**config.mk**
```make
export PLATFORM = sky130hd
export DESIGN_NAME = pwm_capture_sequencer
export DESIGN_NICKNAME = d
export VERILOG_FILES = /design/src/rtl/pwm_capture_sequencer.sv
export SDC_FILE = /design/constraint.sdc
export NUM_CORES = 1
export LEC_CHECK = 0
export CORE_MARGIN = 8
export CORE_UTILIZATION = 45
export DETAILED_ROUTE_END_ITERATION = 8
export SLEW_MARGIN = 20
export SYNTH_ARGS = -nofsm -noshare
export SYNTH_HDL_FRONTEND = slang
export SYNTH_SLANG_ARGS = --single-unit
```
**constraint.sdc**
```tcl
create_clock -name clk -period 3.4 [get_ports clk]
set_input_delay 0.85 -clock clk [delete_from_list [all_inputs] [get_ports clk]]
set_output_delay 0.85 -clock clk [all_outputs]
set_load 0.1 [all_outputs]
```
**src/rtl/pwm_capture_sequencer.sv**
```systemverilog
// pwm_capture_sequencer
// Round-robin PWM measurement controller. Locks onto each channel's period,
// averages high/low intervals over 2^AVG_LOG2 periods and hands the result to
// the consumer with a valid/ack handshake. Stuck lines are reported through a
// timeout path instead of stalling the scan.
module pwm_capture_sequencer #(
    parameter int NUM_CH         = 3,
    parameter int CNT_W          = 32,
    parameter int AVG_LOG2       = 2,
    parameter int TIMEOUT_CYCLES = 2000000
) (
    input  logic                      clk,
    input  logic                      reset,
    input  logic [NUM_CH-1:0]         pwm_in,
    input  logic                      enable,
    input  logic                      ack,
    output logic                      result_valid,
    output logic [$clog2(NUM_CH)-1:0] result_ch,
    output logic [CNT_W-1:0]          high_avg,
    output logic [CNT_W-1:0]          low_avg,
    output logic                      timeout,
    output logic                      busy
);

    localparam int CH_W   = $clog2(NUM_CH);
    localparam int ACC_W  = CNT_W + AVG_LOG2;
    localparam int NPER_W = AVG_LOG2 + 1;
    localparam int TCNT_W = $clog2(TIMEOUT_CYCLES + 1);

    localparam logic [NPER_W-1:0] NPER_LAST   = NPER_W'((1 << AVG_LOG2) - 1);
    localparam logic [TCNT_W-1:0] TCNT_LAST   = TCNT_W'(TIMEOUT_CYCLES - 1);
    localparam logic [CH_W-1:0]   CH_LAST     = CH_W'(NUM_CH - 1);
    localparam logic [CNT_W-1:0]  TIMEOUT_VAL = CNT_W'(TIMEOUT_CYCLES);

    typedef enum logic [1:0] {IDLE, SYNC, MEASURE, PUBLISH} state_t;

    state_t state;
    state_t state_next;

    logic [NUM_CH-1:0] s1;
    logic [NUM_CH-1:0] s2;
    logic [NUM_CH-1:0] s3;

    logic [CH_W-1:0]   cur_ch;
    logic [CNT_W-1:0]  hcnt;
    logic [CNT_W-1:0]  lcnt;
    logic [ACC_W-1:0]  hacc;
    logic [ACC_W-1:0]  lacc;
    logic [NPER_W-1:0] nper;
    logic [TCNT_W-1:0] tcnt;

    logic              sel_level;
    logic              sel_rise;
    logic              sel_fall;
    logic              sel_edge;
    logic              tcnt_hit;
    logic              measure_done;
    logic              timed_out;
    logic [ACC_W-1:0]  hsum;
    logic [ACC_W-1:0]  lsum;

    assign sel_level    = s2[cur_ch];
    assign sel_rise     = s2[cur_ch] & ~s3[cur_ch];
    assign sel_fall     = ~s2[cur_ch] & s3[cur_ch];
    assign sel_edge     = sel_rise | sel_fall;
    assign tcnt_hit     = ~sel_edge && (tcnt == TCNT_LAST);
    assign measure_done = (state == MEASURE) && sel_rise && (nper == NPER_LAST);
    assign timed_out    = ((state == SYNC) || (state == MEASURE)) && tcnt_hit;
    assign hsum         = hacc + ACC_W'(hcnt);
    assign lsum         = lacc + ACC_W'(lcnt);
    assign busy         = (state != IDLE);

    // Synchronize every channel continuously so channel switches never see a false edge.
    always_ff @(posedge clk) begin
        if (reset) begin
            s1 <= '0;
            s2 <= '0;
            s3 <= '0;
        end else begin
            s1 <= pwm_in;
            s2 <= s1;
            s3 <= s2;
        end
    end

    // State register.
    always_ff @(posedge clk) begin
        if (reset) begin
            state <= IDLE;
        end else begin
            state <= state_next;
        end
    end

    // Next-state decision; dropping enable always parks the scan in IDLE.
    always_comb begin
        state_next = state;
        case (state)
            IDLE: begin
                if (enable) state_next = SYNC;
            end
            SYNC: begin
                if (sel_rise) state_next = MEASURE;
                else if (timed_out) state_next = PUBLISH;
            end
            MEASURE: begin
                if (measure_done || timed_out) state_next = PUBLISH;
            end
            PUBLISH: begin
                if (ack) state_next = SYNC;
            end
            default: state_next = IDLE;
        endcase
        if (!enable) state_next = IDLE;
    end

    // Interval counting, accumulation, timeout tracking and result loading.
    always_ff @(posedge clk) begin
        if (reset) begin
            cur_ch       <= '0;
            hcnt         <= '0;
            lcnt         <= '0;
            hacc         <= '0;
            lacc         <= '0;
            nper         <= '0;
            tcnt         <= '0;
            result_valid <= 1'b0;
            result_ch    <= '0;
            high_avg     <= '0;
            low_avg      <= '0;
            timeout      <= 1'b0;
        end else if (!enable) begin
            cur_ch       <= '0;
            tcnt         <= '0;
            result_valid <= 1'b0;
        end else begin
            case (state)
                IDLE: begin
                    cur_ch <= '0;
                    tcnt   <= '0;
                end
                SYNC, MEASURE: begin
                    if (sel_edge) tcnt <= '0;
                    else if (!tcnt_hit) tcnt <= tcnt + TCNT_W'(1);

                    if (state == SYNC) begin
                        if (sel_rise) begin
                            hcnt <= CNT_W'(1);
                            lcnt <= '0;
                            hacc <= '0;
                            lacc <= '0;
                            nper <= '0;
                        end
                    end else if (sel_rise) begin
                        hacc <= hsum;
                        lacc <= lsum;
                        nper <= nper + NPER_W'(1);
                        hcnt <= CNT_W'(1);
                        lcnt <= '0;
                    end else if (sel_level) begin
                        if (hcnt != '1) hcnt <= hcnt + CNT_W'(1);
                    end else begin
                        if (lcnt != '1) lcnt <= lcnt + CNT_W'(1);
                    end

                    if (measure_done) begin
                        result_valid <= 1'b1;
                        result_ch    <= cur_ch;
                        high_avg     <= CNT_W'(hsum >> AVG_LOG2);
                        low_avg      <= CNT_W'(lsum >> AVG_LOG2);
                        timeout      <= 1'b0;
                    end else if (timed_out) begin
                        result_valid <= 1'b1;
                        result_ch    <= cur_ch;
                        high_avg     <= sel_level ? TIMEOUT_VAL : '0;
                        low_avg      <= sel_level ? '0 : TIMEOUT_VAL;
                        timeout      <= 1'b1;
                    end
                end
                PUBLISH: begin
                    if (ack) begin
                        result_valid <= 1'b0;
                        cur_ch       <= (cur_ch == CH_LAST) ? '0 : cur_ch + CH_W'(1);
                        tcnt         <= '0;
                    end
                end
                default: begin
                    cur_ch <= '0;
                end
            endcase
        end
    end

endmodule

```
==> results of run 1 <==
-- critical path, delay by kind of cell (launching register included) --
kind                       cells  cell delay [ps]
muxes                          1              210
DFF                            1              310
AOI/OAI and AO/OA              7             1510
and+or+nand+nor                2              500
buffers and inverters          1               80
adders and majority gates      2              450
-- how the worst max path moves through the flow --
stage	from	end	slack [ps]	cells past startpoint
6_report	lcnt[0]$_SDFFE_PP0P_	lacc[32]$_SDFFE_PP0P_	230	13
5_1_grt	lcnt[0]$_SDFFE_PP0P_	lacc[32]$_SDFFE_PP0P_	-20	13
4_1_cts	cur_ch[1]$_SDFFE_PP0P_	low_avg[23]$_SDFFE_PP0P_	50	13
3_5_place_dp	cur_ch[1]$_SDFFE_PP0P_	high_avg[17]$_SDFFE_PP0P_	-40	13
3_3_place_gp	cur_ch[1]$_SDFFE_PP0P_	low_avg[23]$_SDFFE_PP0P_	50	13
2_1_floorplan	cur_ch[1]$_SDFFE_PP0P_	high_avg[14]$_SDFFE_PP0P_	240	13
-- placed cells by master, fill, tap and decap left out, types with 5 or more instances in the layout --
master	netlist	routed
nand3_1	52	52
clkbuf_16	0	29
nor2b_1	22	22
a31oi_1	13	12
and3_1	20	20
xor2_1	69	69
o21a_1	13	13
nor2_1	183	179
a211oi_1	8	8
a22o_1	48	48
xnor2_1	45	44
o22ai_1	7	7
nor3_1	32	32
clkinv_2	0	8
o21ai_0	62	62
clkdlybuf4s50_1	0	5
a21o_1	21	21
o21bai_1	14	14
a22oi_1	35	35
ha_1	74	74
nand2_1	111	110
nand4_1	28	28
or3_1	20	20
inv_1	31	31
and4_1	8	8
buf_4	0	115
nand2b_1	14	14
a21oi_1	124	123
dfxtp_1	237	236
o31a_1	6	6
bufinv_16	0	5
and2_1	7	7
-- power by group --
part	switching [mW]	total, mW	internal (mW)	leakage (nW)
Combinational	0.126	0.178	0.0523	3.48
Sequential	0.00578	2.79	2.79	1.91
Clock	1.23	3.21	1.98	0.491
Total	1.36	6.18	4.82	5.88
-- flip-flops by register name (all words and copies together) (netlist names) --
register and count:
cur_ch 2, hacc 34, hcnt 32, high_avg 32, lacc 34, lcnt 32, low_avg 32, nper 3
result_ch 2, result_valid 1, s1 3, s2 3, s3 3, state 2, tcnt 21, timeout 1
-- synth_stat cells, types with 21 or more instances --
cell / instances / area [um2]
a21o_1: 21 / 158
a21oi_1: 124 / 621
a22o_1: 48 / 420
a22oi_1: 35 / 263
clkbuf_1: 51 / 191
dfxtp_1: 237 / 4740
ha_1: 74 / 926
inv_1: 31 / 116
nand2_1: 111 / 417
nand3_1: 52 / 260
nand4_1: 28 / 175
nor2_1: 183 / 687
nor2b_1: 22 / 138
nor3_1: 32 / 160
o21ai_0: 62 / 310
xnor2_1: 45 / 394
xor2_1: 69 / 604
-- area by class of cell --
type | instances | area [um2] | area share [%]
Clock buffer | 35 | 768 | 5.32
Clock inverter | 17 | 224 | 1.55
Sequential cell | 237 | 4750 | 32.9
Tap cell | 341 | 427 | 2.96
Timing Repair Buffer | 120 | 913 | 6.33
Inverter | 31 | 116 | 0.806
Multi-Input combinational cell | 1113 | 7240 | 50.2
-- logic make-up (layout without fill, tap and decap cells) --
family / count (synthesis) / in the layout / share of synthesized area [%]
simple gates: 525 / 526 / 20.7
compound gates: 393 / 393 / 21.3
flops: 237 / 237 / 38.7
xor+xnor: 114 / 114 / 8.15
buf+inv: 90 / 203 / 2.81
fa+ha+maj: 76 / 76 / 7.89
mux: 4 / 4 / 0.327
-- through the flow --
stage               area [um2]  TNS (ps)  hold WS [ps]
finish                   14400         0           433
global route             14400     -17.3           466
CTS                      14400         0           435
detailed placement       13400      -181           420
global placement         13400         0           417
floorplan                12200         0           414
-- metal layers --
metal / track usage (%) / part of all wire, % / wire (um) / vias to the layer above
met1: 26.2 / 49 / 15800 / 4963
met3: 3.71 / 5.2 / 1680 / 46
met4: 4.72 / 2.0 / 654 / 0
met5: 0 / 0 / 0 / -
met2: 31.1 / 44 / 14100 / 216
li1: - / - / - / 5367
-- what timing repair did --
action                     CTS  global route
hold endpoints to repair     0             0
gates resized for setup      2            10
setup endpoints to repair    7            52
gates cloned                 0             1
pin swaps                    0             2
==> out/results.tsv, run 1 <==
stage	metric	value	unit
timing	setup_ws	234	ps
clock_network	cts_setup_buffers	0	
synth	yosys_most_used_dff	dfxtp_1	
final_layout	drive_gt1_share	12.9	%
final_layout	num-nets-final	1614	
worst_hold_path	min_from	s1[1]$_SDFF_PP0_	
timing	slew_violations	0	
timing	skew	13.0	ps
setup_path	end_kind	flip-flop	
clock_network	cts_max_path_buffers	3	
grt	grt_max_degree	38	
flow_run	maxCapViolCount	0	
die	core.rowCount	60	
run_status	status	complete, no violations	
final_layout	diodes	0	
grt	antenna_found_initial	0	
drt	drt-total-wl	32200	um
grt	grt_util_all_layers	19.3	%
die	floorplan.initialDensity	45.6	%
placement	dp_hpwl	23700	um
timing	timing.fmax	316	MHz
clock_network	numCtsBuffers	28	
clock_network	cts_tree	yes	
placement	portBuffers	75	
synth	synth_nets	1522	
synth	syn-instance-count	1439	
setup_path	r2r-start	lcnt[0]$_SDFFE_PP0P_	
setup_path	cp_max_fo	7	
placement	place_ws	-36.2	ps
drt	wl_per_cell	17.0	um
grt	grt-ovfl-total	0	
final_layout	final_util	53.7	%
worst_hold_path	hp-class	flip-flop to flip-flop	
final_layout	fill_cells	2519	
placement	gp_congestion	0.917	
clock_network	clock_sinks	237	
timing	worst_slew_margin_rel	49.4	%
die	die_y	181	um
setup_path	worstPathRequired	3820	ps
drt	final_antenna_net_count	0	
drt	firstDrtPassIters	4	
setup_path	regToRegEndpoint	lacc[32]$_SDFFE_PP0P_	
setup_path	r2r_cells	13	
setup_path	path_class	flip-flop to flip-flop	
clock_network	path_clk_slew	60	ps
synth	synth_seq_cells	237	
setup_path	crit_arrival	3580	ps
drt	vias_per_cell	5.59	
power_and_ir_drop	p_leak	5.88	nW
synth	mappedNetlistArea	12200	um2
clock_network	clk_latency	550	ps
final_layout	final_cells	1894	
power_and_ir_drop	p_per_area	428	nW/um2
drt	vias	10600	
setup_path	cp-start-kind	flip-flop	
power_and_ir_drop	total_power	6.18	mW
setup_path	cp_slowest_cell	nor3b_4	
placement	dp.cells	1841	
die	dieArea	32800	um2
final_layout	area_growth	17.9	%
timing	finalHoldViolations	0	
drt	drt_iter0_markers	748	
setup_path	cp_slowest_stage_delay	420	ps
timing	post-route-period-util	93.1	%
power_and_ir_drop	worst_ir_drop_vdd	369	uV
synth	ys_types	68	
clock_network	cts-hold-fix-buffers	0	
clock_network	clock-root-buffer	clkbuf_16	
clock_network	ctsHtreeMaxLevel	1	
setup_path	reg2reg_slack	230	ps
grt	grt_pass1_vias	10200	
synth	synth-warning-count	0	
synth	ys_async_sr_fraction	0	%
timing	tightest_slew	758	ps
timing	fin_crit	3170	ps
grt	grt_pass1_wl	53200	um
worst_hold_path	holdPathEnd	s2[1]$_SDFF_PP0_	
die	pin_count	76	
synth	synth-edff-count	0	
synth	syn_avg_cell_area	8.51	um2
worst_hold_path	min_path_cells	1	
die	core	26900	um2
synth	seq_area_frac_synth	38.7	%
die	die_w	181	um
setup_path	path_cells	ha_1 -> inv_1 -> fa_1 -> nor2b_1 -> o31ai_2 -> a21oi_1 -> o31a_1 -> o211ai_1 -> nor3b_4 -> o21a_1 -> o31a_1 -> mux2i_1 -> a21oi_1	
timing	setup_viol	0	
drt	route.detailed.drc	0	
Power figures use the tool's default switching activity.
==> run 2, diff against run 1 <==
CTS_CLUSTER_SIZE = 8   (was unset)
SLEW_MARGIN = unset   (was 20)
clock period = 3.3 ns   (was 3.4 ns; I/O delays follow)
==> out/results.tsv, run 2 (synthesized netlist as in run 1, its figures left out) <==
stage	metric	value	unit	change
timing	tightest_slew	687	ps	was 758 ps
drt	final_antenna_net_count	0		unchanged
final_layout	final_cells	1900		was 1,894
setup_path	crit_arrival	3550	ps	was 3580 ps
clock_network	ctsHtreeMaxLevel	2		was 1
placement	dp_hpwl	23600	um	was 23,700 um
timing	finalHoldViolations	0		unchanged
clock_network	path_clk_slew	50	ps	was 60 ps
drt	firstDrtPassIters	5		was 4
final_layout	area_growth	18.8	%	was 17.9%
final_layout	diodes	0		unchanged
clock_network	clk_latency	510	ps	was 550 ps
final_layout	final_cell_mix	dfxtp_1, nor2_1, buf_4		was dfxtp_1, nor2_1, a21oi_1
placement	placed_area	13500	um2	was 13,400 um2
power_and_ir_drop	switching_share	21.7	%	was 22.0%
clock_network	cts_max_path_buffers	3		unchanged
setup_path	worstPathRequired	3730	ps	was 3820 ps
power_and_ir_drop	worst_ir_drop_vdd	405	uV	was 369 uV
drt	route.detailed.drc	0		unchanged
power_and_ir_drop	p_per_area	430	nW/um2	was 428 nW/um2
power_and_ir_drop	sequentialPowerShare	46.1	%	was 45.2%
final_layout	final_common_cell	dfxtp_1		unchanged
placement	dp.cells	1853		was 1,841
drt	wl_per_cell	17.1	um	was 17.0 um
power_and_ir_drop	p_leak	5.95	nW	was 5.88 nW
drt	vias	10800		was 10,600
final_layout	final_area	14600	um2	was 14,400 um2
drt	drt-total-wl	32400	um	was 32,200 um
run_status	status	complete, no violations		unchanged
grt	grt_pass1_wl	53100	um	was 53,200 um
clock_network	clock_sinks	237		unchanged
final_layout	reg_top3	hacc x34, lacc x34		unchanged
timing	post-route-period-util	94.4	%	was 93.1%
timing	setup_ws	184	ps	was 234 ps
clock_network	cts_tree	yes		unchanged
power_and_ir_drop	intPower	4.90	mW	was 4.82 mW
die	die_y	181	um	unchanged
grt	grt_max_degree	64		was 38
die	pin_count	76		unchanged
clock_network	clock-root-buffer	clkbuf_16		unchanged
die	core	26900	um2	unchanged
die	die_w	181	um	unchanged
setup_path	cp-start-kind	flip-flop		unchanged
placement	gp_congestion	0.874		was 0.917
worst_hold_path	hp-class	flip-flop to flip-flop		unchanged
timing	setup_viol	0		unchanged
grt	grt_pass1_vias	10100		was 10,200
timing	timing.fmax	321	MHz	was 316 MHz
setup_path	end_kind	flip-flop		unchanged
timing	fin_crit	3120	ps	was 3170 ps
setup_path	path_class	flip-flop to flip-flop		unchanged
clock_network	numCtsBuffers	35		was 28
die	floorplan.initialDensity	45.6	%	unchanged
final_layout	drive_gt1_share	13.9	%	was 12.9%
flow_run	maxCapViolCount	0		unchanged
timing	worst_slew_margin_rel	54.2	%	was 49.4%
placement	place_ws	-93.8	ps	was -36.2 ps
timing	slew_violations	0		unchanged
placement	portBuffers	75		unchanged
power_and_ir_drop	p_clk_share	50.9	%	was 52.0%
timing	worst_hold_slack	434	ps	was 433 ps
power_and_ir_drop	p_sw	1.36	mW	about the same
grt	grt-ovfl-total	0		unchanged
die	core.rowCount	60		unchanged
drt	drt_iter0_markers	588		was 748
power_and_ir_drop	pwr-share-comb	3.0	%	was 2.9%
grt	grt_util_all_layers	19.3	%	about the same
setup_path	cp_max_fo	6		was 7
drt	vias_per_cell	5.67		was 5.59
power_and_ir_drop	total_power	6.26	mW	was 6.18 mW
timing	skew	23.7	ps	was 13.0 ps
final_layout	num-nets-final	1639		was 1,614
die	dieArea	32800	um2	unchanged
grt	antenna_found_initial	0		unchanged
## run 2: routing by layer
layer  track usage [%]  share of wire [%]  routed length (um)  vias to the layer above
met5                 0                  0                   0                        -
met2              30.0                 43               14000                      257
met4              6.00                2.5                 818                        0
li1                  -                  -                   -                     5404
met3              3.91                5.3                1720                       58
met1              26.6                 49               15900                     5055
## run 2: cell type report
type / instances / area [um2]
Inverter: 31 / 116
Tap cell: 341 / 427
Clock buffer: 40 / 937
Fill cell: 2565 / 12300
Multi-Input combinational cell: 1112 / 7250
Sequential cell: 237 / 4750
Timing Repair Buffer: 139 / 1070
## run 2: per-stage QoR
stage	util, %	setup TNS (ps)
floorplan	-	0
global placement	50.2	-3.33
detailed placement	50.2	-607
CTS	53.7	0
global route	54.1	-27.1
finish	54.1	0
## run 2: path summary, 6_finish.rpt
kind / start / cells past startpoint / slack (ps) / endpoint
worst max-delay path: lcnt[0]$_SDFFE_PP0P_ / 14 / 180 / lacc[30]$_SDFFE_PP0P_
worst min-delay path: s1[0]$_SDFF_PP0_ / 1 / 430 / s2[0]$_SDFF_PP0_
worst max register to register: lcnt[0]$_SDFFE_PP0P_ / 14 / 180 / lacc[30]$_SDFFE_PP0P_
worst min register to register: s1[0]$_SDFF_PP0_ / 1 / 430 / s2[0]$_SDFF_PP0_
## run 2: worst max-delay path, cell delays in order (launching register included)
cell and delay [ps]:
dfxtp_1 310, ha_1 230, inv_1 80, fa_2 210, nor2b_1 70, o31ai_2 360
a21oi_2 110, o31a_1 370, o211ai_1 210, nor3b_4 340, buf_4 180, buf_4 90
nor3_1 40, o31ai_1 280, a22o_1 170
## run 2: power groups by stage
| stage | registers [mW] | logic, mW | clock network [mW] |
|---|---|---|---|
| after floorplan | 2.94 | 0.110 | 0 |
| final | 2.88 | 0.187 | 3.19 |
| after global routing | 2.88 | 0.204 | 3.38 |
| after detailed placement | 2.94 | 0.186 | 0 |
| after CTS | 2.88 | 0.187 | 3.26 |
| after global placement | 2.94 | 0.186 | 0 |
## run 2: timing repair
action                     4_1_cts  5_1_grt
hold buffers                     0        0
gates resized for setup          2       18
setup endpoints to repair       27       67
pin swaps                        1       10
setup buffers                    0        7
==> run 3, diff against run 2 <==
CAP_MARGIN = 20   (was unset)
HOLD_SLACK_MARGIN = 0.08   (was unset)
==> out/results.tsv, run 3 (synthesized netlist as in run 1, its figures left out) <==
stage	metric	value	unit	change
setup_path	critPathTopFamily	simple AND/OR/NAND/NOR gates		was compound AO/OA/AOI/OAI gates
clock_network	path_clk_slew	50	ps	about the same
grt	grt_util_met1	26.5	%	was 26.6%
final_layout	final_common_cell	dfxtp_1		unchanged
timing	fin_setup_tns	0	ps	unchanged
placement	dp.cells	1854		was 1,853
drt	firstDrtPassIters	5		unchanged
final_layout	drive_gt1_share	14.0	%	was 13.9%
grt	grt-ovfl-total	0		unchanged
placement	placed_area	13500	um2	about the same
setup_path	path_class	flip-flop to flip-flop		unchanged
final_layout	num-nets-final	1638		was 1,639
timing	setup_ws	156	ps	was 184 ps
timing	slew_violations	0		unchanged
timing	worst_hold_slack	430	ps	was 434 ps
drt	route.detailed.drc	0		unchanged
power_and_ir_drop	p_leak	5.95	nW	about the same
die	floorplan.initialDensity	45.6	%	unchanged
setup_path	cpMostUsedCell	nand2_2		was buf_4
clock_network	clock-root-buffer	clkbuf_16		unchanged
timing	post-route-period-util	95.3	%	was 94.4%
setup_path	cp-start-kind	flip-flop		unchanged
setup_path	crit_arrival	3510	ps	was 3550 ps
grt	grt_use_met3	4.07	%	was 3.91%
timing	timing.fmax	318	MHz	was 321 MHz
final_layout	reg_top3	hacc x34, lacc x34		unchanged
drt	vias	10700		was 10,800
drt	drt_iter0_markers	635		was 588
final_layout	diodes	0		unchanged
grt	grt_max_degree	64		unchanged
clock_network	clk_latency	500	ps	was 510 ps
clock_network	numCtsBuffers	35		unchanged
clock_network	cts-hold-fix-buffers	0		unchanged
setup_path	cp_slowest_stage_delay	510	ps	was 370 ps
worst_hold_path	hp-class	flip-flop to flip-flop		unchanged
timing	fin_crit	3140	ps	was 3120 ps
placement	portBuffers	75		unchanged
drt	final_antenna_net_count	0		unchanged
die	die_w	181	um	unchanged
final_layout	final_cells	1899		was 1,900
grt	antenna_found_initial	0		unchanged
timing	finalHoldViolations	0		unchanged
final_layout	final_area	14600	um2	about the same
placement	place_ws	-109	ps	was -93.8 ps
placement	gp_congestion	0.874		unchanged
die	pin_count	76		unchanged
grt	grt_util_all_layers	19.4	%	was 19.3%
setup_path	path_cells	mux2i_2 -> a2bb2oi_2 -> inv_1 -> ha_1 -> nand2_2 -> or4_4 -> nor4_4 -> nand2_1 -> nand2_2 -> nor2_4 -> buf_12 -> a22oi_2 -> o21ai_1		was ha_1 -> inv_1 -> fa_2 -> nor2b_1 -> o31ai_2 -> a21oi_2 -> o31a_1 -> o211ai_1 -> nor3b_4 -> buf_4 -> buf_4 -> nor3_1 -> o31ai_1 -> a22o_1
timing	tightest_slew	700	ps	was 687 ps
drt	wl_per_cell	17.1	um	about the same
clock_network	cts_max_path_buffers	3		unchanged
grt	grt.busiest_layer	met2		unchanged
die	die_y	181	um	unchanged
timing	setup_viol	0		unchanged
run_status	status	complete, no violations		unchanged
timing	worst_slew_margin_rel	53.3	%	was 54.2%
clock_network	ctsHtreeMaxLevel	2		unchanged
setup_path	cp_max_fo	25		was 6
final_layout	final_util	54.2	%	was 54.1%
power_and_ir_drop	total_power	6.25	mW	was 6.26 mW
final_layout	final_cell_mix	dfxtp_1, nor2_1, buf_4		unchanged
flow_run	maxCapViolCount	0		unchanged
setup_path	reg2reg_slack	160	ps	was 180 ps
grt	grt_pass1_vias	10200		was 10,100
die	core.rowCount	60		unchanged
drt	drt-total-wl	32400	um	about the same
die	core	26900	um2	unchanged
setup_path	cp_slowest_cell	or4_4		was o31a_1
setup_path	end_kind	flip-flop		unchanged
clock_network	clock_sinks	237		unchanged
final_layout	area_growth	18.8	%	about the same
drt	vias_per_cell	5.62		was 5.67
setup_path	worst-path-buf-inv	2		was 3
power_and_ir_drop	p_per_area	429	nW/um2	was 430 nW/um2
final_layout	fill_cells	2538		was 2,565
placement	dp_hpwl	23800	um	was 23,600 um
setup_path	worstPathRequired	3670	ps	was 3730 ps
grt	grt_pass1_wl	53000	um	was 53,100 um
power_and_ir_drop	worst_ir_drop_vdd	318	uV	was 405 uV
grt	met2_usage	30.2	%	was 30.0%
clock_network	cts_tree	yes		unchanged
die	dieArea	32800	um2	unchanged
timing	skew	15.5	ps	was 23.7 ps
==> run 3: changes by cell type in the layout (fill, tap and decap cells not counted), moves of 2 or more <==
cell,delta
nand2_2,+2
o21ai_0,-2
buf_4,-2
o21ai_1,+2
==> run 3: area by class of cell <==
class,instances,area (um2),share of cell area (%)
timing repair buffer,138,1070,7.38
tap,341,427,2.93
multi-input combinational,1112,7250,49.8
inverter,31,116,0.799
clock buffer,40,937,6.44
sequential,237,4750,32.7
==> run 3: metal layers <==
| layer | wire length (um) | vias up |
|---|---|---|
| met4 | 810 | 0 |
| met3 | 1840 | 52 |
| met2 | 14000 | 236 |
| li1 | - | 5401 |
| met5 | 0 | - |
| met1 | 15800 | 4984 |
==> run 3: path summary, 6_finish.rpt <==
kind                          start                       end  cells past startpoint
min                s1[2]$_SDFF_PP0_          s2[2]$_SDFF_PP0_                      1
min reg2reg        s1[2]$_SDFF_PP0_          s2[2]$_SDFF_PP0_                      1
max reg2reg  cur_ch[1]$_SDFFE_PP0P_  low_avg[23]$_SDFFE_PP0P_                     13
max          cur_ch[1]$_SDFFE_PP0P_  low_avg[23]$_SDFFE_PP0P_                     13
==> run 3: what timing repair did <==
item                       in CTS  in global routing
hold endpoints to repair        0                  0
setup buffers                   0                  5
resized for setup               0                 25
setup endpoints to repair      32                 70
pin swaps                       1                  7
cloned                          0                  0
==> run 3: where the power goes <==
| group | internal, mW | total, mW | switching (mW) |
|---|---|---|---|
| combinational | 0.0601 | 0.191 | 0.131 |
| sequential | 2.88 | 2.88 | 0.00583 |
| clock | 1.96 | 3.18 | 1.21 |
| total | 4.90 | 6.25 | 1.35 |
==> run 3: worst register-to-register path, stage by stage, from the launching register on <==
cell       delay, ps
dfxtp_4          390
mux2i_2          250
a2bb2oi_2        180
inv_1             70
ha_1             290
nand2_2           90
or4_4            510
nor4_4           410
nand2_1          170
nand2_2          150
nor2_4            80
buf_12           170
a22oi_2          180
o21ai_1           80
